`config.mk`:
```
export PLATFORM = sky130hd
export DESIGN_NAME = nn_xor_scheduler
export DESIGN_NICKNAME = d
export VERILOG_FILES = /design/src/rtl/nn_pkg.sv /design/src/rtl/nn_rsp_fifo.sv /design/src/rtl/nn_xor_scheduler.sv
export SDC_FILE = /design/constraint.sdc
export NUM_CORES = 1
export LEC_CHECK = 0
export CORE_MARGIN = 5
export CORE_UTILIZATION = 46
export DETAILED_ROUTE_END_ITERATION = 8
export PLACE_DENSITY = 0.8
export SLEW_MARGIN = 0
export SYNTH_ARGS = -nofsm -noshare
export SYNTH_HDL_FRONTEND = slang
export SYNTH_SLANG_ARGS = --single-unit
```
`constraint.sdc`:
```
create_clock -name clk -period 3.7 [get_ports clk]
set_clock_uncertainty 0.1 [all_clocks]
set_input_delay 0.37 -clock clk [delete_from_list [all_inputs] [get_ports clk]]
set_output_delay 0.37 -clock clk [all_outputs]
set_load 0.02 [all_outputs]
```
`src/rtl/nn_pkg.sv`:
```
// Shared Q8.8 types and constants for the XOR network scheduler slice.
package nn_pkg;

    localparam int unsigned DATA_W = 16;
    localparam int unsigned FRAC_W = 8;

    typedef logic signed [DATA_W-1:0] q8_8_t;

    localparam q8_8_t ZERO = 16'sh0000;
    localparam q8_8_t HALF = q8_8_t'(1 << (FRAC_W - 1));
    localparam q8_8_t ONE  = q8_8_t'(1 << FRAC_W);

    // Response payload: requester id, raw network result, thresholded decision
    typedef struct packed {
        logic  id;
        q8_8_t raw;
        logic  dbit;
    } nn_rsp_t;

endpackage

```
`src/rtl/nn_rsp_fifo.sv`:
```
// Synchronous response FIFO with registered full/empty; head is always visible on rd_data.
module nn_rsp_fifo
    import nn_pkg::*;
#(
    parameter int unsigned DEPTH = 4
) (
    input  logic    clk,
    input  logic    rst,
    input  logic    wr_en,
    input  nn_rsp_t wr_data,
    input  logic    rd_en,
    output nn_rsp_t rd_data,
    output logic    full,
    output logic    empty
);

    localparam int unsigned PTR_W = (DEPTH > 1) ? $clog2(DEPTH) : 1;
    localparam int unsigned CNT_W = $clog2(DEPTH + 1);

    nn_rsp_t          mem [DEPTH];
    logic [PTR_W-1:0] wr_ptr;
    logic [PTR_W-1:0] rd_ptr;
    logic [CNT_W-1:0] count;
    logic [CNT_W-1:0] count_nxt;
    logic             do_push;
    logic             do_pop;

    assign do_push = wr_en && !full;
    assign do_pop  = rd_en && !empty;
    assign rd_data = mem[rd_ptr];

    function automatic logic [PTR_W-1:0] ptr_inc(input logic [PTR_W-1:0] p);
        return (p == PTR_W'(DEPTH - 1)) ? '0 : p + 1'b1;
    endfunction

    always_comb begin
        count_nxt = count;
        unique case ({do_push, do_pop})
            2'b10:   count_nxt = count + 1'b1;
            2'b01:   count_nxt = count - 1'b1;
            default: count_nxt = count;
        endcase
    end

    always_ff @(posedge clk) begin
        if (!rst) begin
            wr_ptr <= '0;
            rd_ptr <= '0;
            count  <= '0;
            full   <= 1'b0;
            empty  <= 1'b1;
            for (int i = 0; i < int'(DEPTH); i++) begin
                mem[i] <= '0;
            end
        end else begin
            if (do_push) begin
                mem[wr_ptr] <= wr_data;
                wr_ptr      <= ptr_inc(wr_ptr);
            end
            if (do_pop) begin
                rd_ptr <= ptr_inc(rd_ptr);
            end
            count <= count_nxt;
            full  <= (count_nxt == CNT_W'(DEPTH));
            empty <= (count_nxt == '0);
        end
    end

    // The credit limit upstream makes a write into a full FIFO unreachable
    assert property (@(posedge clk) disable iff (!rst) !(wr_en && full));

endmodule

```
`src/rtl/nn_xor_scheduler.sv`:
```
// Round-robin scheduler feeding the shared XOR network, tracking in-flight ops
// through its fixed latency and returning tagged results via a buffered port.
module nn_xor_scheduler
    import nn_pkg::*;
#(
    parameter int unsigned              DATA_W    = 16,
    parameter int unsigned              LATENCY   = 2,
    parameter int unsigned              OUT_DEPTH = 4,
    parameter logic signed [DATA_W-1:0] THRESH    = HALF
) (
    input  logic                     clk,
    input  logic                     rst,
    input  logic                     req0_valid,
    output logic                     req0_ready,
    input  logic signed [DATA_W-1:0] req0_a,
    input  logic signed [DATA_W-1:0] req0_b,
    input  logic signed [DATA_W-1:0] req0_c,
    input  logic                     req1_valid,
    output logic                     req1_ready,
    input  logic signed [DATA_W-1:0] req1_a,
    input  logic signed [DATA_W-1:0] req1_b,
    input  logic signed [DATA_W-1:0] req1_c,
    output logic signed [DATA_W-1:0] net_a,
    output logic signed [DATA_W-1:0] net_b,
    output logic signed [DATA_W-1:0] net_c,
    input  logic signed [DATA_W-1:0] net_result,
    output logic                     rsp_valid,
    input  logic                     rsp_ready,
    output logic                     rsp_id,
    output logic signed [DATA_W-1:0] rsp_raw,
    output logic                     rsp_bit
);

    localparam int unsigned CNT_W = $clog2(OUT_DEPTH + 1);

    logic [CNT_W-1:0] outstanding;
    logic             last_grant;
    logic [LATENCY:0] tag_v;
    logic [LATENCY:0] tag_id;

    logic    credit_ok;
    logic    winner;
    logic    acc0;
    logic    acc1;
    logic    accept;
    logic    rsp_pop;
    logic    fifo_full;
    logic    fifo_empty;
    nn_rsp_t fifo_in;
    nn_rsp_t fifo_head;

    // Credit uses the pre-edge count; readies stay low while in reset
    assign credit_ok = rst && (outstanding < CNT_W'(OUT_DEPTH));

    always_comb begin
        winner = 1'b0;
        if (req0_valid && req1_valid) begin
            winner = !last_grant;
        end else if (req1_valid) begin
            winner = 1'b1;
        end
    end

    assign req0_ready = credit_ok && !winner;
    assign req1_ready = credit_ok && winner;
    assign acc0       = req0_valid && req0_ready;
    assign acc1       = req1_valid && req1_ready;
    assign accept     = acc0 || acc1;
    assign rsp_pop    = rsp_valid && rsp_ready;

    always_ff @(posedge clk) begin
        if (!rst) begin
            net_a       <= ZERO;
            net_b       <= ZERO;
            net_c       <= ZERO;
            tag_v       <= '0;
            tag_id      <= '0;
            last_grant  <= 1'b1;
            outstanding <= '0;
        end else begin
            if (acc1) begin
                net_a <= req1_a;
                net_b <= req1_b;
                net_c <= req1_c;
            end else if (acc0) begin
                net_a <= req0_a;
                net_b <= req0_b;
                net_c <= req0_c;
            end else begin
                net_a <= ZERO;
                net_b <= ZERO;
                net_c <= ZERO;
            end
            tag_v  <= {tag_v[LATENCY-1:0], accept};
            tag_id <= {tag_id[LATENCY-1:0], acc1};
            if (accept) begin
                last_grant <= acc1;
            end
            unique case ({accept, rsp_pop})
                2'b10:   outstanding <= outstanding + 1'b1;
                2'b01:   outstanding <= outstanding - 1'b1;
                default: outstanding <= outstanding;
            endcase
        end
    end

    // A tag leaving the last stage means net_result now belongs to that op
    assign fifo_in = '{id: tag_id[LATENCY], raw: net_result, dbit: (net_result > THRESH)};

    nn_rsp_fifo #(
        .DEPTH(OUT_DEPTH)
    ) u_rsp_fifo (
        .clk    (clk),
        .rst    (rst),
        .wr_en  (tag_v[LATENCY]),
        .wr_data(fifo_in),
        .rd_en  (rsp_ready),
        .rd_data(fifo_head),
        .full   (fifo_full),
        .empty  (fifo_empty)
    );

    assign rsp_valid = !fifo_empty;
    assign rsp_id    = fifo_head.id;
    assign rsp_raw   = fifo_head.raw;
    assign rsp_bit   = fifo_head.dbit;

endmodule

```
== Yosys cells after proc, flatten, opt, wreduce, memory -nomap -nowiden ==
Memories as Yosys holds them, arrays and structs flattened. A register that Yosys moved wholly into a read port is not among the register bits.
Cells that the tools add are included.
Word-level totals
  memories: 1
  RAM bits: 72
  bits in latches: 0
  output and inout port bits: 69
  bits in read-only memories: 0
  bits in registers: 67
Operators by class
  eq/ne operators: 7
  shift-type cells: 0
  multiply operators: 0
  add/sub/neg operators: 6
  bitwise operators: 0
  reduce and logical (&&, ||, !) cells: 16
  muxes and demuxes: 21
  divide/modulo/power cells: 0
  order comparisons: 2
Memories
  u_rsp_fifo.mem: words 4, bits a word 18, read ports 1, clocked after memory_dff 1, wr ports 4, RTL line nn_rsp_fifo.sv:20  | nn_rsp_t mem [DEPTH];
Operator list (count)
  $mux 16: 6
  $mux 18: 1
  $reduce_or 18->1: 1
  $gt 16x9->1 const B: 1
  $pmux 3 s2: 2
  $mux 2: 5
  $eq 2x2->1 const B: 4
  $logic_and 1x1->1: 8
  $mux 1: 7
  $add 3x1->3 const B: 2
  $sub 3x1->3 const B: 2
  $add 2x1->2 const B: 2
  $eq 2x1->1 const B: 2
  $logic_not 1->1: 4
  $eq 3x3->1 const B: 1
  $logic_not 3->1: 1
  $lt 3x3->1 const B: 1
  $reduce_bool 2->1: 1
  $logic_or 1x1->1: 1

== Logic depth before layout (Yosys ltp) ==
  depth in word-level cells: 8
  depth in mapped cells: 11
  gate-level depth less buffers: 9

== Modules after synthesis ==
A second synthesis with hierarchy kept.
Unflattened totals
  cell total of the unflattened synthesis: 383
  area total of the unflattened synthesis: 5584.1 um2
Modules (own cells, without submodules)
  nn_rsp_fifo: cells an instance 234, instances 1, area each 3682.3 um2
  nn_xor_scheduler: cells an instance 149, instances 1, area each 1901.8 um2

== Worst setup path after synthesis ==
No wires, ideal clock.
  path kind: register to register
  from: register tag_v[2]
  to: memory u_rsp_fifo.mem[3][0] (netlist name), enable pin
  path slack: 1.132 ns
  library setup time: 0.418 ns
  clock period less this slack: 2.568 ns
  cell stages (with the launch flop): 4
  arrival: 2.050 ns
  path buffers: 0
  cells stage by stage: dfxtp_1 -> nor2b_1 -> inv_1 -> o21ai_0
RTL lines
  start, declared: RTL line nn_xor_scheduler.sv:38  | logic [LATENCY:0] tag_v;
  start signal, assigned: RTL line nn_xor_scheduler.sv:94  | tag_v <= {tag_v[LATENCY-1:0], accept};
  end, declared: RTL line nn_rsp_fifo.sv:20

== Worst setup path in the final report ==
  from: input req1_valid
  to: output req1_ready
Between the ends
  cells in the longest elaborated chain, start to end: 3
  elaborated cells between the ends (all ways): 4
  classes of those cells: 2 x mux; 2 x reduce/logical
RTL lines
  start, declared: RTL line nn_xor_scheduler.sv:18  | input logic req1_valid,
  $mux 1 or $logic_and 1x1->1 (tied branches): RTL line nn_xor_scheduler.sv:59, nn_xor_scheduler.sv:57
  $mux 1 (*): RTL line nn_xor_scheduler.sv:57  | if (req0_valid && req1_valid) begin
  $logic_and 1x1->1 (*): RTL line nn_xor_scheduler.sv:65  | assign req1_ready = credit_ok && winner;
  end, declared: RTL line nn_xor_scheduler.sv:19  | output logic req1_ready,
Every way passes the cells marked *; elsewhere a longest branch is shown, timed or not.

==> impl_metrics.py <==
metrics = {
    "sta": {
        "timing.fmax_ghz": 0.330,
        "tightest_slew_ns": 0.936,
        "finalHoldViolCount": 0,
        "setup_viol": 0,
        "rsz0062_at_grt": "false",
        "fin_crit_ns": 3.03,
        "period_share_pct": 82.0,
        "relSlewSlack_pct": 37.5,
        "drv_slew": 0,
        "fin_tns_setup_ns": 0,
    },
    "layout": {
        "syn2layout_area_growth_pct": 45.4,
        "nFillCells": 891,
        "fin_nets": 702,
        "final_util_pct": 67.8,
        "n_antenna_cell": 0,
        "drive_gt1_share_pct": 11.5,
    },
    "detailed_routing": {
        "drt-initial-drc-count": 208,
        "drt-total-wl_um": 14900,
        "via_count": 3847,
        "wl_per_cell_um": 20.2,
        "ant_nets": 0,
        "vias_per_cell": 5.21,
        "drc": 0,
        "dr.pass1.iters": 4,
    },
    "clock_network": {
        "post-cts-setup-buffers": 0,
        "postCtsHoldBufs": 0,
        "cts.root.buffer_cell": "clkbuf_16",
        "clk_path_buf_depth": 2,
        "clk_latency_ns": 0.41,
        "cts_tree": "built",
        "cts_buffers": 17,
        "cts_num_sinks": 141,
        "cts_resized": 0,
        "path_clk_slew_ns": 0.05,
        "htreeDepth": 4,
    },
    "logic_synthesis": {
        "yosysWarnings": 0,
        "synth-seq-cells": 141,
        "synth_edf_count": 72,
        "netlist.area_leader.share_pct": 38.7,
        "synthTopCellsByCount": "and2_1 (72), edfxtp_1 (72), dfxtp_1 (69)",
        "synth.distinct_cells": 45,
        "synth_top_area_cell": "edfxtp_1",
        "synth_seq_area_share_pct": 63.5,
        "yosys-top-cells-area": "edfxtp_1 (39%), dfxtp_1 (25%), and2_1 (8.1%)",
        "synthArstFlopShare_pct": 0,
        "synth_ff_type": "edfxtp_1",
        "synth_nets": 509,
        "postSynthCellCount": 386,
        "syn-mean-instance-area_um2": 14.5,
        "netlist_area_mm2": 0.00558,
    },
    "floorplan": {
        "core_area_mm2": 0.0120,
        "rows": 40,
        "dieHeight_um": 120,
        "die_x_um": 120,
        "pin_count": 186,
        "die_area_mm2": 0.0144,
        "initial_core_util_pct": 46.7,
    },
    "place": {
        "globalplace.congestion": 0.834,
        "port_buffers": 185,
        "dp_hpwl_um": 10700,
    },
    "critical_path": {
        "crit_type": "in2out",
        "worst_path_largest_cell_delay_ns": 0.71,
        "required_ns": 3.23,
        "path_max_fanout": 50,
        "worstPathArrival_ns": 2.56,
        "critPathCaptureType": "primary output",
        "cp_common_cell": "clkdlybuf4s50_1",
        "crit_slowest_cell": "clkdlybuf4s50_1",
        "cp-start-kind": "primary input",
        "path_cells": "clkdlybuf4s50_1, a21boi_2, and3_2, buf_4, clkdlybuf4s50_1",
    },
    "global_routing": {
        "antenna_found_initial": 0,
        "grt_pass1_wl_um": 22700,
        "grt_overflow": 0,
        "grt_use_total_pct": 21.3,
        "grt_max_degree": 51,
        "grt_pass1_vias": 4166,
    },
    "worst_hold_path": {
        "hold_class": "reg2reg",
    },
    "pwr": {
        "ir_drop_mv": 0.282,
        "leakagePower_nw": 3.07,
        "power_per_cell_area_mw_per_mm2": 474,
    },
    "flow_run": {
        "drv_cap": 0,
    },
    "run_status": {
        "run_status": "finished, final reports clean",
    },
}
==> worst max-delay path: cells and delay by family <==
| kind | cells | cell delay [ns] |
|---|---|---|
| AOI/OAI and AO/OA | 1 | 0.30 |
| buffers and inverters | 3 | 1.63 |
| and+or+nand+nor | 1 | 0.24 |
==> cell type report <==
type                    count  area [µm²]  share of cell area (%)
clock inverters             9        68.8                   0.848
flip-flops and latches    141        3540                    43.7
inverters                  11        41.3                   0.509
clock buffers              23         478                    5.89
multi-input cells         211        1860                    22.9
well taps                 147         184                    2.27
repair buffers            197        1940                    23.9
==> cells by family after synthesis <==
kind of cell	count (synthesis)	share of synthesized area (%)
mux	22	7.98
buf+inv	34	3.25
flops	141	63.5
fa+ha+maj	6	1.61
compound gates	66	10.1
xor+xnor	5	0.785
simple gates	112	12.8
==> cells in the final DEF (no fill, tap or decap), drive strengths merged, types with 2 or more instances in the layout <==
| cell | count |
|---|---|
| and3 | 2 |
| ha | 4 |
| mux4 | 18 |
| nand2 | 3 |
| or3 | 3 |
| or4 | 2 |
| inv | 11 |
| edfxtp | 72 |
| fa | 2 |
| clkinv | 7 |
| nand3b | 3 |
| buf | 12 |
| clkdlybuf4s50 | 185 |
| clkbuf | 23 |
| a21oi | 5 |
| o21ai | 6 |
| nor2b | 2 |
| a2111oi | 3 |
| a22o | 48 |
| nor4b | 2 |
| dfxtp | 69 |
| xor2 | 4 |
| and2 | 72 |
| mux2i | 4 |
| nor2 | 15 |
| nor3 | 2 |
==> routing by layer <==
| metal | vias up | wire (µm) | track usage [%] |
|---|---|---|---|
| met5 | - | 0 | 0 |
| met4 | 0 | 128 | 6.23 |
| met3 | 9 | 1450 | 9.28 |
| met2 | 167 | 8190 | 38.9 |
| met1 | 1860 | 5160 | 22.0 |
| li1 | 1811 | - | - |
==> per-stage QoR <==
step / total power, mW / cells / setup WS (ns) / hold WS (ns) / cell area [µm²]
global route: 4.00 / 739 / 0.571 / 0.362 / 8120
floorplan: 2.02 / 386 / 1.13 / 0.312 / 5580
finish: 3.85 / 739 / 0.666 / 0.330 / 8120
CTS: 3.88 / 739 / 0.670 / 0.335 / 8120
detailed placement: 2.31 / 707 / 0.677 / 0.321 / 7570
global placement: 2.30 / 707 / 0.738 / 0.315 / 7570
==> flip-flops by register name (all words and copies together) (netlist names), named ones only <==
register and cells:
net_c 16, last_grant 1, u_rsp_fifo.wr_ptr 2, u_rsp_fifo.mem 72, tag_id 3, u_rsp_fifo.empty 1, net_a 16, outstanding 3
tag_v 3, u_rsp_fifo.full 1, u_rsp_fifo.rd_ptr 2, net_b 16, u_rsp_fifo.count 3
==> path summary, 6_finish.rpt <==
check / from / endpoint / slack [ns] / depth (start not counted)
worst max-delay path: req1_valid / req1_ready / 0.67 / 5
worst min-delay path: tag_v[1]$_SDFF_PN0_ / tag_v[2]$_SDFF_PN0_ / 0.33 / 1
worst max register to register: u_rsp_fifo.empty$_SDFF_PN1_ / u_rsp_fifo.full$_SDFF_PN0_ / 1.23 / 7
worst min register to register: tag_v[1]$_SDFF_PN0_ / tag_v[2]$_SDFF_PN0_ / 0.33 / 1
==> where the power goes <==
part | switching, mW | internal (mW)
clock | 0.601 | 0.965
sequential | 0.0293 | 1.72
combinational | 0.237 | 0.290
Power figures use the tool's default switching activity.
